## config.mk

```make
export PLATFORM = sky130hd
export DESIGN_NAME = regfile_wb_arbiter
export DESIGN_NICKNAME = d
export VERILOG_FILES = /design/src/rtl/regfile_wb_arbiter.sv
export SDC_FILE = /design/constraint.sdc
export NUM_CORES = 1
export LEC_CHECK = 0
export CORE_MARGIN = 2
export CORE_UTILIZATION = 44
export CTS_CLUSTER_SIZE = 25
export DETAILED_ROUTE_END_ITERATION = 12
export GPL_TIMING_DRIVEN = 0
export PLACE_DENSITY = 0.81
export SLEW_MARGIN = 20
export SYNTH_ARGS = -nofsm -noshare
export SYNTH_HDL_FRONTEND = slang
export SYNTH_SLANG_ARGS = --single-unit
```

## constraint.sdc

```tcl
create_clock -name clk -period 2.7 [get_ports clk]
set_input_delay 0.27 -clock clk [delete_from_list [all_inputs] [get_ports clk]]
set_output_delay 0.27 -clock clk [all_outputs]
set_load 0.005 [all_outputs]
```

## src/rtl/regfile_wb_arbiter.sv

```systemverilog
// Register-file write-port arbiter.
// Shares the single RegFile write port between the in-order pipeline
// writeback stage (always wins) and a one-entry hold buffer fed by the
// long-latency MDU. Tracks outstanding MDU destinations in a busy
// scoreboard and stalls decode on hazards against them. Also stalls decode
// when a buffered MDU result has waited too long, so that a bubble reaches WB.
module regfile_wb_arbiter #(
    parameter int STARVE_LIMIT = 4
) (
    input  logic        clk,
    input  logic        rst,
    input  logic        pipe_wen_i,
    input  logic [4:0]  pipe_rd_i,
    input  logic [31:0] pipe_data_i,
    input  logic        mdu_valid_i,
    input  logic [4:0]  mdu_rd_i,
    input  logic [31:0] mdu_data_i,
    output logic        mdu_ready_o,
    input  logic        dec_valid_i,
    input  logic [4:0]  dec_rs1_i,
    input  logic [4:0]  dec_rs2_i,
    input  logic [4:0]  dec_rd_i,
    input  logic        issue_valid_i,
    input  logic [4:0]  issue_rd_i,
    output logic        stall_o,
    output logic        rf_wen_o,
    output logic [4:0]  rf_rd_o,
    output logic [31:0] rf_data_o,
    output logic [31:0] busy_o
);

    localparam int CNT_W = (STARVE_LIMIT < 1) ? 1 : $clog2(STARVE_LIMIT + 1);
    localparam logic [CNT_W-1:0] CNT_MAX   = '1;
    localparam logic [CNT_W-1:0] CNT_LIMIT = CNT_W'(STARVE_LIMIT);

    // Saturating increment for the starvation counter.
    function automatic logic [CNT_W-1:0] sat_inc(input logic [CNT_W-1:0] v);
        return (v == CNT_MAX) ? v : v + CNT_W'(1);
    endfunction

    logic              buf_valid;
    logic [4:0]        buf_rd;
    logic [31:0]       buf_data;
    logic [CNT_W-1:0]  wait_cnt;
    logic [31:0]       busy;
    logic [31:0]       busy_nxt;

    logic pipe_act;
    logic drain;
    logic mdu_xfer;
    logic buf_load;
    logic issue_set;
    logic haz;
    logic starve;

    assign pipe_act    = pipe_wen_i & (pipe_rd_i != 5'd0);
    assign drain       = buf_valid & ~pipe_act;
    // Ready depends only on registered state and reset, never on mdu inputs.
    assign mdu_ready_o = ~buf_valid & ~rst;
    assign mdu_xfer    = mdu_valid_i & mdu_ready_o;
    // Results aimed at x0 are consumed but never occupy the buffer.
    assign buf_load    = mdu_xfer & (mdu_rd_i != 5'd0);

    assign haz     = dec_valid_i & (busy[dec_rs1_i] | busy[dec_rs2_i] | busy[dec_rd_i]);
    assign starve  = buf_valid & (wait_cnt >= CNT_LIMIT);
    assign stall_o = haz | starve;

    // Issues presented while decode is stalled do not really issue.
    assign issue_set = issue_valid_i & ~stall_o & (issue_rd_i != 5'd0);
    assign busy_o    = busy;

    // Write-port mux: pipeline first, then the buffered MDU result.
    always_comb begin
        rf_wen_o  = 1'b0;
        rf_rd_o   = 5'd0;
        rf_data_o = 32'd0;
        if (pipe_act) begin
            rf_wen_o  = 1'b1;
            rf_rd_o   = pipe_rd_i;
            rf_data_o = pipe_data_i;
        end else if (buf_valid) begin
            rf_wen_o  = 1'b1;
            rf_rd_o   = buf_rd;
            rf_data_o = buf_data;
        end
    end

    // Scoreboard update: clear on drain, then set on issue so a same-register set wins.
    always_comb begin
        busy_nxt = busy;
        if (drain) begin
            busy_nxt[buf_rd] = 1'b0;
        end
        if (issue_set) begin
            busy_nxt[issue_rd_i] = 1'b1;
        end
        busy_nxt[0] = 1'b0;
    end

    // Scoreboard register.
    always_ff @(posedge clk) begin
        if (rst) begin
            busy <= 32'd0;
        end else begin
            busy <= busy_nxt;
        end
    end

    // Hold-buffer occupancy; load and drain never coincide since load needs an empty buffer.
    always_ff @(posedge clk) begin
        if (rst) begin
            buf_valid <= 1'b0;
        end else if (drain) begin
            buf_valid <= 1'b0;
        end else if (buf_load) begin
            buf_valid <= 1'b1;
        end
    end

    // Hold-buffer payload; only meaningful while buf_valid is set.
    always_ff @(posedge clk) begin
        if (buf_load) begin
            buf_rd   <= mdu_rd_i;
            buf_data <= mdu_data_i;
        end
    end

    // Counts cycles the buffered result loses the port to the pipeline.
    always_ff @(posedge clk) begin
        if (rst) begin
            wait_cnt <= '0;
        end else if (drain) begin
            wait_cnt <= '0;
        end else if (buf_valid & pipe_act) begin
            wait_cnt <= sat_inc(wait_cnt);
        end
    end

endmodule

```

# Word-level counts from Yosys, hierarchy flattened
# Index checks and enable logic that the tools add are counted.
[op_classes] add_sub_neg=1 multipliers=0 n_div=0 n_lt_le_gt_ge=8 n_eq_ne=1 shift=0 mux=18 n_bitwise=21 reduce_logical=7
[ops] operator="two-way mux 32 bit" count=4
[ops] operator="AND 32 bit" count=1
[ops] operator="NOT 32 bit" count=1
[ops] operator="OR 32 bit" count=1
[ops] operator="less-than comparator 5 x 6 -> 1 bit (second input constant)" count=5
[ops] operator="binary-select mux 1 bit (select 5 bit)" count=3
[ops] operator="nonzero test 5 bit" count=3
[ops] operator="AND 1 bit" count=10
[ops] operator="demux 1 bit (select 5 bit)" count=2
[ops] operator=">= comparator 5 x 1 -> 1 bit (second input constant)" count=2
[ops] operator="two-way mux 5 bit" count=2
[ops] operator="two-way mux 1 bit" count=7
[ops] operator="NOT 1 bit" count=5
[ops] operator="adder 3 x 1 -> 3 bit (second input constant)" count=1
[ops] operator="== test 3 bit (second input constant)" count=1
[ops] operator=">= comparator 3 bit (second input constant)" count=1
[ops] operator="OR 1 bit" count=3
[ops] operator="logical AND 1 bit" count=2
[ops] operator="AND reduction 2 bit" count=1
[ops] operator="OR reduction 2 bit" count=1
[totals] reg_bits=73 latch_bits=0 mem_bits_rw=0 rom_bits=0 input_bits=100 n_memories=0

# Longest topological paths before layout
# Gate-level depths: netlist of the first run.
[logic_depth] ltp_word=10 mapped_depth=8

# Worst setup path after synthesis of the first run
# No wires, ideal clock.
[synth_timing] kind="input to register" startpoint="in dec_rs2_i[3]" endpoint="reg busy[12] (netlist: busy_o[12])" setup_time_ns=0.070 arrival_ns=1.915 t_required_ns=2.630 setup_slack_ns=0.715 cell_stages=8 path_buffers=2 cell_sequence="clkbuf_1 mux2_2 a222oi_1 nor4bb_1 a211o_2 nand3_4 buf_6 o21ai_1"
[synth_between] elab_chain_len=10
[synth_rtl] item="start, declared" line_no="21" text="input logic [4:0] dec_rs2_i,"
[synth_rtl] item="binary-select mux 1 bit (select 5 bit)" line_no="64" text="assign haz = dec_valid_i & (busy[dec_rs1_i] | busy[dec_rs2_i] | busy[dec_rd_i]);"
[synth_rtl] item="two-way mux 1 bit (implied by the code)" line_no="64"
[synth_rtl] item="OR 1 bit (2 in a row)" line_no="64"
[synth_rtl] item="AND 1 bit" line_no="64"
[synth_rtl] item="OR 1 bit" line_no="66" text="assign stall_o = haz | starve;"
[synth_rtl] item="NOT 1 bit" line_no="69" text="assign issue_set = issue_valid_i & ~stall_o & (issue_rd_i != 5'd0);"
[synth_rtl] item="AND 1 bit (2 in a row)" line_no="69"
[synth_rtl] item="two-way mux 32 bit" line_no="94" text="if (issue_set) begin"
[synth_rtl] item="end signal, assigned" line_no="105" text="busy <= busy_nxt;"
[synth_rtl] item="end, declared" line_no="45" text="logic [31:0] busy;"
# No other way between the ends. The select of a mux whose other input is x is not followed.
# A chain may end at the register's enable or synchronous reset.

# Worst setup path after layout of the first run
[layout_timing] startpoint="in pipe_rd_i[3]" endpoint="out rf_data_o[30]"
[layout_between] elab_chain_len=3
[layout_rtl] item="start, declared" line_no="13" text="input logic [4:0] pipe_rd_i,"
[layout_rtl] item="nonzero test 5 bit" line_no="56" text="assign pipe_act = pipe_wen_i & (pipe_rd_i != 5'd0);"
[layout_rtl] item="AND 1 bit" line_no="56"
[layout_rtl] item="two-way mux 32 bit" line_no="77" text="if (pipe_act) begin"
[layout_rtl] item="end, declared" line_no="28" text="output logic [31:0] rf_data_o,"
# No other way between the ends.

==> results of run 1 <==
==> logic make-up (layout without fill, tap and decap cells) <==
group / Yosys count / count (layout)
and+or+nand+nor: 228 / 228
AOI/OAI and AO/OA: 88 / 88
DFF: 72 / 72
buffers and inverters: 40 / 223
muxes: 38 / 38
adders and majority gates: 2 / 2
other: 1 / 1
==> where the power goes <==
part,internal [uW],total [uW],switching [uW]
combinational,291,524,233
clock,625,1060,438
sequential,1180,1200,17.2
total,2100,2790,688
==> path summary, 6_finish.rpt <==
path / from / endpoint / cells past startpoint
min reg2reg: wait_cnt[1]$_SDFFE_PP0P_ / wait_cnt[1]$_SDFFE_PP0P_ / 2
max reg2reg: busy_o[12]$_SDFF_PP0_ / busy_o[18]$_SDFF_PP0_ / 8
min: issue_valid_i / busy_o[3]$_SDFF_PP0_ / 3
max: pipe_rd_i[3] / rf_data_o[30] / 8
==> synth_stat cells (2+ instances only) <==
master	n
sky130_fd_sc_hd__buf_1	4
sky130_fd_sc_hd__a32o_1	2
sky130_fd_sc_hd__nand3b_1	2
sky130_fd_sc_hd__nand2b_1	6
sky130_fd_sc_hd__nor2b_1	37
sky130_fd_sc_hd__o211ai_1	2
sky130_fd_sc_hd__clkbuf_1	24
sky130_fd_sc_hd__buf_6	4
sky130_fd_sc_hd__nor2_1	10
sky130_fd_sc_hd__and3_1	2
sky130_fd_sc_hd__nand3_1	66
sky130_fd_sc_hd__inv_1	2
sky130_fd_sc_hd__mux2i_1	16
sky130_fd_sc_hd__and3b_1	2
sky130_fd_sc_hd__mux4_2	16
sky130_fd_sc_hd__nand2_1	83
sky130_fd_sc_hd__nand4_1	2
sky130_fd_sc_hd__dfxtp_1	35
sky130_fd_sc_hd__ha_1	2
sky130_fd_sc_hd__a22oi_1	6
sky130_fd_sc_hd__o21ai_1	31
sky130_fd_sc_hd__nor3b_1	2
sky130_fd_sc_hd__or4_1	2
sky130_fd_sc_hd__a31oi_1	2
sky130_fd_sc_hd__nor3_1	5
sky130_fd_sc_hd__mux2_2	6
sky130_fd_sc_hd__o21ai_0	33
sky130_fd_sc_hd__edfxtp_1	37
sky130_fd_sc_hd__buf_2	5
==> state kept, by name, summed over array words and instances (netlist names) <==
| register | count |
|---|---|
| buf_data | 32 |
| busy_o | 31 |
| buf_valid | 1 |
| wait_cnt | 3 |
| buf_rd | 5 |
==> per-stage QoR <==
stage	utilization, %	TNS, ns	instances	cell area [um^2]	setup slack, ns
2_1_floorplan	-	0	469	4280	0.715
3_3_place_gp	63.1	-17.75	762	6050	-0.438
3_5_place_dp	63.1	-14.05	762	6060	-0.474
4_1_cts	67.0	0	784	6430	0.00989
5_1_grt	67.4	-0.00610	785	6470	-0.00610
6_report	67.4	0	785	6470	0.0589
==> repair_timing <==
action	in CTS	in global routing
endpoints found under the hold margin	0	0
cloned	2	0
pin swaps	5	10
setup buffers	5	1
endpoints found under the setup margin	38	32
resized for setup	28	17
==> worst reg2reg max path, stage by stage (launching register included) <==
cell,delay (ns)
sky130_fd_sc_hd__dfxtp_1,0.36
sky130_fd_sc_hd__mux4_2,0.49
sky130_fd_sc_hd__or4b_1,0.47
sky130_fd_sc_hd__o311ai_1,0.10
sky130_fd_sc_hd__a211o_2,0.16
sky130_fd_sc_hd__buf_4,0.11
sky130_fd_sc_hd__nand3_4,0.11
sky130_fd_sc_hd__buf_6,0.17
sky130_fd_sc_hd__o21ai_1,0.15
==> final cells by class <==
cell class	count	area share [%]
inverters	2	0.116
clock inverters	7	1.93
clock buffers	9	1.91
multi-input cells	357	35.8
repair buffers	168	26.1
plain buffers	37	3.62
flip-flops and latches	72	28.0
well taps	133	2.57
==> cells in the final DEF (no fill, tap or decap), types with 3 or more instances in the layout <==
| cell | Yosys | routed |
|---|---|---|
| sky130_fd_sc_hd__a22oi_1 | 6 | 6 |
| sky130_fd_sc_hd__buf_1 | 4 | 4 |
| sky130_fd_sc_hd__buf_2 | 5 | 4 |
| sky130_fd_sc_hd__buf_4 | 1 | 6 |
| sky130_fd_sc_hd__buf_6 | 4 | 8 |
| sky130_fd_sc_hd__bufinv_16 | 0 | 3 |
| sky130_fd_sc_hd__clkbuf_1 | 24 | 14 |
| sky130_fd_sc_hd__clkbuf_2 | 0 | 3 |
| sky130_fd_sc_hd__clkbuf_4 | 0 | 3 |
| sky130_fd_sc_hd__clkbuf_8 | 0 | 12 |
| sky130_fd_sc_hd__clkdlybuf4s50_1 | 0 | 149 |
| sky130_fd_sc_hd__dfxtp_1 | 35 | 35 |
| sky130_fd_sc_hd__dlymetal6s2s_1 | 0 | 8 |
| sky130_fd_sc_hd__edfxtp_1 | 37 | 37 |
| sky130_fd_sc_hd__inv_6 | 0 | 3 |
| sky130_fd_sc_hd__mux2_2 | 6 | 6 |
| sky130_fd_sc_hd__mux2i_1 | 16 | 15 |
| sky130_fd_sc_hd__mux4_2 | 16 | 16 |
| sky130_fd_sc_hd__nand2_1 | 83 | 83 |
| sky130_fd_sc_hd__nand2b_1 | 6 | 6 |
| sky130_fd_sc_hd__nand3_1 | 66 | 66 |
| sky130_fd_sc_hd__nor2_1 | 10 | 10 |
| sky130_fd_sc_hd__nor2b_1 | 37 | 37 |
| sky130_fd_sc_hd__nor3_1 | 5 | 5 |
| sky130_fd_sc_hd__o21ai_0 | 33 | 33 |
| sky130_fd_sc_hd__o21ai_1 | 31 | 31 |
==> layer usage <==
metal	share of wire, %	vias to the layer above	track usage [%]
met1	37	2097	29.3
met2	51	217	48.8
met3	9.1	26	6.98
met5	0	-	0
met4	2.0	0	10.1
li1	-	2069	-
==> PnR_summary.wiki, run 1 <==
{| class="wikitable"
! Metric !! Value
|-
| Run status || complete, no violations
|-
| Core Region || 0.00959 mm^2
|-
| CTS tree || done
|-
| Wire length of the first global-routing pass || 21400 um
|-
| Required time of the critical path || approximately 2.4 ns
|-
| Async set-reset flop share out of synthesis || 0%
|-
| Area fraction of the dominant cell type after synthesis || about a quarter
|-
| CP most frequent cell || sky130_fd_sc_hd__clkdlybuf4s50_1
|-
| Cells traversed along the worst timing path || clkdlybuf4s50_1 > or4_4 > o21ai_4 > buf_6 > clkbuf_8 > nand3_1 > nand2_1 > clkdlybuf4s50_1
|-
| Critical Path Sink Type || output port
|-
| P_leak || 0.00249 uW
|-
| Number of pins with negative max-slew slack in the final report || 0
|-
| Minimum clock period || roughly 2.6 ns
|-
| Cell taking the most area after synthesis || sky130_fd_sc_hd__edfxtp_1
|-
| RSZ-0062 raised after global routing || true
|-
| Pwr dens || 431 mW/mm^2
|-
| Number of clock sinks || 72
|-
| Die width || roughly 100 um
|-
| Vias after detailed routing || about 4400
|-
| Number of inserted diodes || 0
|-
| Die area || between 0.01 and 0.015 mm^2
|-
| Mapped Cells || 469
|-
| Number of antenna-violating nets in the routed design || 0
|-
| Number of clock buffers inserted by TritonCTS || 9
|-
| Final WL || 13900 um
|-
| Share of cell area taken by muxes after synthesis || between 10% and 20%
|-
| Net count of the finished layout || approximately 750
|-
| EDFF count, synth || 37
|-
| GRT Residual Overflow || 0
|-
| Worst clock skew || around 0.011 ns
|-
| Clock root buffer || sky130_fd_sc_hd__clkbuf_8
|-
| Mean area per synthesized cell || about 9 um^2
|-
| Largest net degree at the start of global routing || 38
|-
| Number of DRC violations after detailed routing || 0
|-
| Max stage delay cell, worst path || sky130_fd_sc_hd__or4_4
|-
| Hold crit path type || input port to register
|-
| Crit path kind || input port to output port
|-
| Fmax || about 380 MHz
|-
| Setup-failing EPs final || 0
|-
| Top cells by area in the synthesized netlist || sky130_fd_sc_hd__edfxtp_1 26%, sky130_fd_sc_hd__dfxtp_1 16%, sky130_fd_sc_hd__mux4_2 8.4%, sky130_fd_sc_hd__nand3_1 7.7%, sky130_fd_sc_hd__nand2_1 7.3%
|-
| Crit path largest cell delay || ~0.51 ns
|-
| Synth Area in Compound Gates || around an eighth
|-
| Share of layout cells above drive strength 1 || 12.0%
|-
| Overall Power || around 2800 uW
|-
| H-tree levels || 3
|-
| Kind of start point of the critical path || input port
|-
| Largest fanout on the critical path || 5
|-
| Average routed wire per standard cell || between 15 and 20 um
|-
| Height of the die || ~100 um
|-
| GP Congestion || 0.901
|-
| Dominant synthesized flop cell || sky130_fd_sc_hd__edfxtp_1
|-
| Transition time of the tightest slew-check pin || 0.853 ns
|-
| Critical path buffers and inverters || 4
|-
| IO buf count || 160
|-
| Post-Synth Simple-Gate Area || between 20% and 30%
|-
| Flip-flop and latch area || approximately 0.0018 mm^2
|-
| Final clock period utilization by the worst path || 97.8%
|-
| Clock edge transition at the registers on the reported setup and hold paths || about 0.08 ns
|-
| Longest Clk Path Bufs || 2
|-
| Share of the yosys chip area belonging to registers || 42.3%
|-
| Distinct cells, synth || 52
|-
| Register bit total from synthesis || between 70 and 80
|-
| Placed wire-length estimate after detailed placement || between 10000 and 15000 um
|-
| Final count of hold timing violations || 0
|-
| Hold buffer count at CTS || 0
|-
| Global-route total usage across every layer || about a quarter
|-
| Parity-gate share of the synthesized area counting xor and xnor cells || 0%
|-
| WP data arrival || around 2.4 ns
|-
| Synth warnings || 0
|-
| Maximum Capacitance Violations || 0
|-
| Effective utilization at floorplan || around 45%
|-
| Worst-Skew Late Latency || around 0.36 ns
|-
| Area of the multi-input gates || roughly 0.0023 mm^2
|-
| Area grow syn2layout || 51.1%
|-
| Post-synthesis instance area || around 0.0043 mm^2
|-
| Number of standard-cell rows in the floorplan || 36
|-
| Net count after synthesis || between 500 and 600
|-
| Arithmetic-cell share of the synthesized area counting full adders, half adders and majority gates || 0.584%
|-
| Final hold slack || between 0.2 and 0.3 ns
|-
| Final-layout fill cell count || 770
|-
| Number of global-route vias before repair || roughly 4400
|-
| Number of antenna violations at the first check in global routing || 0
|-
| Pre-antenna DRT Iters || 5
|-
| Num ports || between 150 and 200
|-
| Main combinational cell family by area after synthesis || simple AND/OR/NAND/NOR gates
|-
| Via density per instance || ~5.6
|-
| Critical path's top delay family || buffers and inverters
|-
| Drt initial violations || ~220
|-
| Headroom to the max-slew limit || 43.0%
|-
| Worst R2R Setup Slack || a little over 0.5 ns
|-
| Worst vdd ir || 0.318 mV
|}
Power figures use the tool's default switching activity.
==> inputs of run 2 (changes only) <==
--- a/constraint.sdc
+++ b/constraint.sdc
@@ -3,2 +3,2 @@
 set_output_delay 0.27 -clock clk [all_outputs]
-set_load 0.005 [all_outputs]
+set_load 0.01 [all_outputs]
==> run 2 against run 1 <==
Net effect: final cell count is 0.13% lower; clock skew is 0.0012 ns higher; fmax is 1.0% higher; via count is 0.39% lower; register-to-register slack hardly changed; final area is 0.35% higher; die area stayed put; total power hardly changed; sequential cell count stayed put; sequential power hardly changed; routed wire length is 0.65% lower; utilization is 0.23 points higher; largest power group unchanged; highest routed layer unchanged.
==> PnR_summary.wiki, run 2 (synthesized netlist as in run 1, its figures left out) <==
{| class="wikitable"
! Metric !! Value
|-
| Die area || 0.0105 mm^2 (unchanged)
|-
| Number of DRC violations after detailed routing || 0 (unchanged)
|-
| Final Worst Setup Slack || 0.0859 ns (+0.0270 ns)
|-
| Flip-flop and latch area || 0.00181 mm^2 (unchanged)
|-
| Number of pins with negative max-slew slack in the final report || 0 (unchanged)
|-
| Clock edge transition at the registers on the reported setup and hold paths || 0.08 ns (about the same)
|-
| Worst vdd ir || 0.319 mV (+0.46%)
|-
| Minimum clock period || 2.61 ns (-0.0270 ns)
|-
| Final count of hold timing violations || 0 (unchanged)
|-
| Final WL || 13800 um (-0.65%)
|-
| Number of standard-cell rows in the floorplan || 36 (unchanged)
|-
| Final clock period utilization by the worst path || 96.8% (-1.0 points)
|-
| Area of the multi-input gates || 0.00231 mm^2 (-0.16%)
|-
| Average routed wire per standard cell || 17.6 um (-0.52%)
|-
| Die width || 103 um (unchanged)
|-
| Pwr dens || 430 mW/mm^2 (-0.32%)
|-
| Longest Clk Path Bufs || 2 (unchanged)
|-
| Number of inserted diodes || 0 (unchanged)
|-
| Fmax || 383 MHz (+1.0%)
|-
| Global-route total usage across every layer || 26.5% (-0.029 points)
|-
| Via density per instance || 5.60 (-0.26%)
|-
| Setup-failing EPs final || 0 (unchanged)
|-
| P_leak || 0.00278 uW (+12%)
|-
| Worst-Skew Late Latency || 0.35 ns (about the same)
|-
| Effective utilization at floorplan || 44.7% (unchanged)
|-
| RSZ-0062 raised after global routing || false
|-
| Placed Cells incl. Taps || 762 (unchanged)
|-
| Largest register by flop count || buf_data
|-
| Number of antenna-violating nets in the routed design || 0 (unchanged)
|-
| Setup Slack @ Placement || -0.509 ns (-0.0349 ns)
|-
| Wire length of the first global-routing pass || 21400 um (about the same)
|-
| Most common cell after layout, fill and taps aside || sky130_fd_sc_hd__clkdlybuf4s50_1
|-
| Final Non-Filler Cells || 784 (-0.13%)
|-
| Number of antenna violations at the first check in global routing || 0 (unchanged)
|-
| GRT Residual Overflow || 0 (unchanged)
|-
| Final-layout fill cell count || 755 (-1.9%)
|-
| Share of layout cells above drive strength 1 || 12.0% (+0.018 points)
|-
| Pre-antenna DRT Iters || 5 (unchanged)
|-
| Worst clock skew || 0.0117 ns (+0.00121 ns)
|-
| Flip-flop count of the largest register after layout || 32 (unchanged)
|-
| Kind of start point of the critical path || input port
|-
| Run status || complete, no violations
|-
| Number of clock sinks || 72 (unchanged)
|-
| Core Region || 0.00959 mm^2 (unchanged)
|-
| Net count of the finished layout || 748 (-0.13%)
|-
| Most frequent cells in the layout || 123 x sky130_fd_sc_hd__clkdlybuf4s50_1, 83 x sky130_fd_sc_hd__nand2_1, 66 x sky130_fd_sc_hd__nand3_1
|-
| Height of the die || 103 um (unchanged)
|-
| Final core utilization || 67.7% (+0.23 points)
|-
| Hold crit path type || input port to register
|-
| IO buf count || 160 (unchanged)
|-
| Hold buffer count at CTS || 0 (unchanged)
|-
| Headroom to the max-slew limit || 42.8% (-0.25 points)
|-
| Clock root buffer || sky130_fd_sc_hd__clkbuf_8
|-
| WP data arrival || 2.34 ns (-0.03 ns)
|-
| Drt initial violations || 207 (-3.7%)
|-
| Number of global-route vias before repair || 4408 (-0.091%)
|-
| Crit path kind || input port to output port
|-
| Required time of the critical path || 2.43 ns (about the same)
|-
| Area grow syn2layout || 51.6%
|-
| Transition time of the tightest slew-check pin || 0.856 ns (+0.00369 ns)
|-
| Vias after detailed routing || 4392 (-0.39%)
|-
| Largest net degree at the start of global routing || 38 (unchanged)
|-
| Number of clock buffers inserted by TritonCTS || 9 (unchanged)
|-
| Num ports || 172 (unchanged)
|-
| H-tree levels || 3 (unchanged)
|-
| Placed wire-length estimate after detailed placement || 10700 um (unchanged)
|-
| GP Congestion || 0.901 (unchanged)
|-
| Maximum Capacitance Violations || 0 (unchanged)
|-
| CTS tree || done
|-
| Critical Path Sink Type || output port
|-
| Largest fanout on the critical path || 4 (-1)
|-
| Overall Power || 2790 uW (about the same)
|}
## run 2: cell count changes in the layout (fill, tap and decap cells not counted)
cell / delta
sky130_fd_sc_hd__clkdlybuf4s50_1: -26
sky130_fd_sc_hd__dlymetal6s2s_1: +21
sky130_fd_sc_hd__dlygate4sd2_1: +5
sky130_fd_sc_hd__buf_6: -2
sky130_fd_sc_hd__clkbuf_2: +2
sky130_fd_sc_hd__and3_2: +1
sky130_fd_sc_hd__and3_4: -1
sky130_fd_sc_hd__buf_2: -1
sky130_fd_sc_hd__clkbuf_4: +1
sky130_fd_sc_hd__clkdlybuf4s15_1: -1
## run 2: stage by stage
| stage | area [um^2] | hold slack [ns] | setup TNS [ns] |
|---|---|---|---|
| 3_3_place_gp | 6050 | 0.495 | -19.07 |
| 3_5_place_dp | 6060 | 0.522 | -15.37 |
| 4_1_cts | 6420 | 0.254 | 0 |
| 6_report | 6490 | 0.264 | 0 |
| 2_1_floorplan | 4280 | 0.369 | 0 |
| 5_1_grt | 6490 | 0.272 | 0 |
## run 2: repair_timing
| item | CTS | global route |
|---|---|---|
| cloned | 2 | 0 |
| endpoints found under the setup margin | 38 | 30 |
| pin swaps | 3 | 0 |
| setup buffers | 5 | 0 |
| gates resized for setup | 34 | 33 |
## run 2: where the power goes
| part | internal [uW] | switching, uW | total (uW) |
|---|---|---|---|
| clock network | 625 | 435 | 1060 |
| logic | 279 | 249 | 528 |
| registers | 1180 | 17.0 | 1200 |
| total | 2090 | 701 | 2790 |
## run 2: worst max-delay path, stage by stage
cell and delay (ns):
sky130_fd_sc_hd__clkdlybuf4s50_1 0.43, sky130_fd_sc_hd__or4_4 0.52, sky130_fd_sc_hd__o21ai_4 0.17, sky130_fd_sc_hd__buf_4 0.15
sky130_fd_sc_hd__buf_4 0.11, sky130_fd_sc_hd__nand3_1 0.07, sky130_fd_sc_hd__nand2_1 0.08, sky130_fd_sc_hd__clkdlybuf4s50_1 0.55
## run 2: path summary, 6_finish.rpt
check / from / end / slack [ns] / depth (start not counted)
max: pipe_rd_i[3] / rf_data_o[31] / 0.09 / 8
min: issue_valid_i / busy_o[3]$_SDFF_PP0_ / 0.26 / 3
min reg2reg: wait_cnt[1]$_SDFFE_PP0P_ / wait_cnt[1]$_SDFFE_PP0P_ / 0.53 / 2
max reg2reg: busy_o[12]$_SDFF_PP0_ / busy_o[18]$_SDFF_PP0_ / 0.50 / 8
## run 2: layer usage
layer	GRT usage, %	share of wire (%)	up-vias
met3	7.05	8.9	34
met4	10.4	2.6	0
met5	0	0	-
met2	48.6	51	223
li1	-	-	2068
met1	29.2	37	2067
## run 2: layout make-up
cell class | instances | share of cell area (%)
timing repair buffer | 167 | 26.4
clock inverter | 7 | 1.93
inverter | 2 | 0.116
buffer | 37 | 3.60
sequential | 72 | 27.9
clock buffer | 9 | 1.91
tap | 133 | 2.56
multi-input combinational | 357 | 35.6
==> RTL edit, RTL diff (config.mk and constraints of run 2) <==
Reset style: asynchronous (`rst`), changed in 3 clocked blocks.
--- a/src/rtl/regfile_wb_arbiter.sv
+++ b/src/rtl/regfile_wb_arbiter.sv
@@ -100,3 +100,3 @@
     // Scoreboard register.
-    always_ff @(posedge clk) begin
+    always_ff @(posedge clk or posedge rst) begin
         if (rst) begin
@@ -109,3 +109,3 @@
     // Hold-buffer occupancy; load and drain never coincide since load needs an empty buffer.
-    always_ff @(posedge clk) begin
+    always_ff @(posedge clk or posedge rst) begin
         if (rst) begin
@@ -128,3 +128,3 @@
     // Counts cycles the buffered result loses the port to the pipeline.
-    always_ff @(posedge clk) begin
+    always_ff @(posedge clk or posedge rst) begin
         if (rst) begin
Function: differs if rst is asserted again (counterexample within 4 cycles, from zero or initial values and one cycle with rst high); with rst held inactive, the same outputs for 4 cycles.
==> RTL edit against run 2 <==
  * Sequential cell count did not move
  * Wire length is 12% higher
  * Critical path type is now flop to output pin
  * Final area rose by 1.8%
  * The run now ends with setup timing left
  * Setup slack worse by 0.31 ns
  * Critical endpoint is now stall_o
  * Highest routed layer unchanged
  * Area after synthesis down 1.6%
  * Worst hold slack improved by 0.13 ns
Power is not compared: it rests on default switching activity, and its combinational part moved more than twofold at a synthesized area within 25%.
==> RTL edit: results (changes against run 2) <==
Outcome
  – Status: finished with violations (was complete, no violations)
  – Violated checks: setup timing

STA
  – Final setup violation count: 1 (was 0)
  – Worst rel slew slack: 0.511 (was 0.428)
  – Post-route setup slack: -0.220 ns (was 0.0859 ns)
  – Hold_ws: 0.395 ns (was 0.264 ns)

Die
  – Tap Count: 129 (was 133)

Yosys
  – Mapped Nets: 505 (was 571)
  – Number of different library cells in the post-synthesis netlist: 51 (was 52)
  – Top cells by area, synth: sky130_fd_sc_hd__edfxtp_1 (26%), sky130_fd_sc_hd__dfrtp_1 (21%), sky130_fd_sc_hd__nand2_1 (7.3%), sky130_fd_sc_hd__mux4_2 (6.9%), sky130_fd_sc_hd__o41ai_1 (6.0%) (was sky130_fd_sc_hd__edfxtp_1 (26%), sky130_fd_sc_hd__dfxtp_1 (16%), sky130_fd_sc_hd__mux4_2 (8.4%), sky130_fd_sc_hd__nand3_1 (7.7%), sky130_fd_sc_hd__nand2_1 (7.3%))
  – Share of synthesized flip-flops with an asynchronous set or reset: 0.486 (was 0)

Routing
  – Via density per instance: 6.06 (was 5.60)

Cells and area
  – Final net count: 712 (was 748)
  – Total of plain and repair buffers excluding clock buffers: 229 (was 204)
  – Share of post-route cells with drive strength above 1: 0.195 (was 0.120)
  – Clock buffer count in the final layout: 12 (was 9)
  – ClkCell Share: 0.0291 (was 0.0383)

Global routing
  – Global routing usage summed across all routing layers: 0.292 (was 0.265)
  – Maximum number of pins on one net before global-route repair: 36 (was 38)

Worst setup path
  – Worst r2r dst: busy_o[11]$_DFF_PP0_ (was busy_o[18]$_SDFF_PP0_)
  – R2r setup slk: 0.01 ns (was 0.50 ns)
  – Last element of the critical path: stall_o (was rf_data_o[31])
  – R2R Path Start: busy_o[24]$_DFF_PP0_ (was busy_o[12]$_SDFF_PP0_)
  – Crit path launch: busy_o[15]$_DFF_PP0_ (was pipe_rd_i[3])

Placed design
  – Port Buf Inserts: 164 (was 160)
RTL edit: metrics by stage:
step | utilization | std cells
after floorplan | - | 403
after global placement | 0.649 | 696
after detailed placement | 0.653 | 697
after CTS | 0.697 | 738
after global routing | 0.712 | 744
final | 0.712 | 744
RTL edit: per-layer routing:
metal | global-route usage | share of wire | vias to the layer above
met5 | 0 | 0 | -
met4 | 0.124 | 0.034 | 0
met3 | 0.0882 | 0.12 | 66
met2 | 0.503 | 0.50 | 366
met1 | 0.339 | 0.35 | 2115
li1 | - | - | 1961
RTL edit: cell families after synthesis:
group | share of synthesized area
AND/OR/NAND/NOR | 0.201
multiplexers | 0.135
buffers and inverters | 0.0401
adder cells (fa/ha/maj) | 0.00593
flip-flops | 0.471
AO/OA/AOI/OAI | 0.146
other | 0.000889
RTL edit: what timing repair did:
item	4_1_cts	5_1_grt
pin swaps	2	4
endpoints found under the setup margin	65	18
resized for setup	77	22
buffers inserted	26	6
gates cloned	0	0
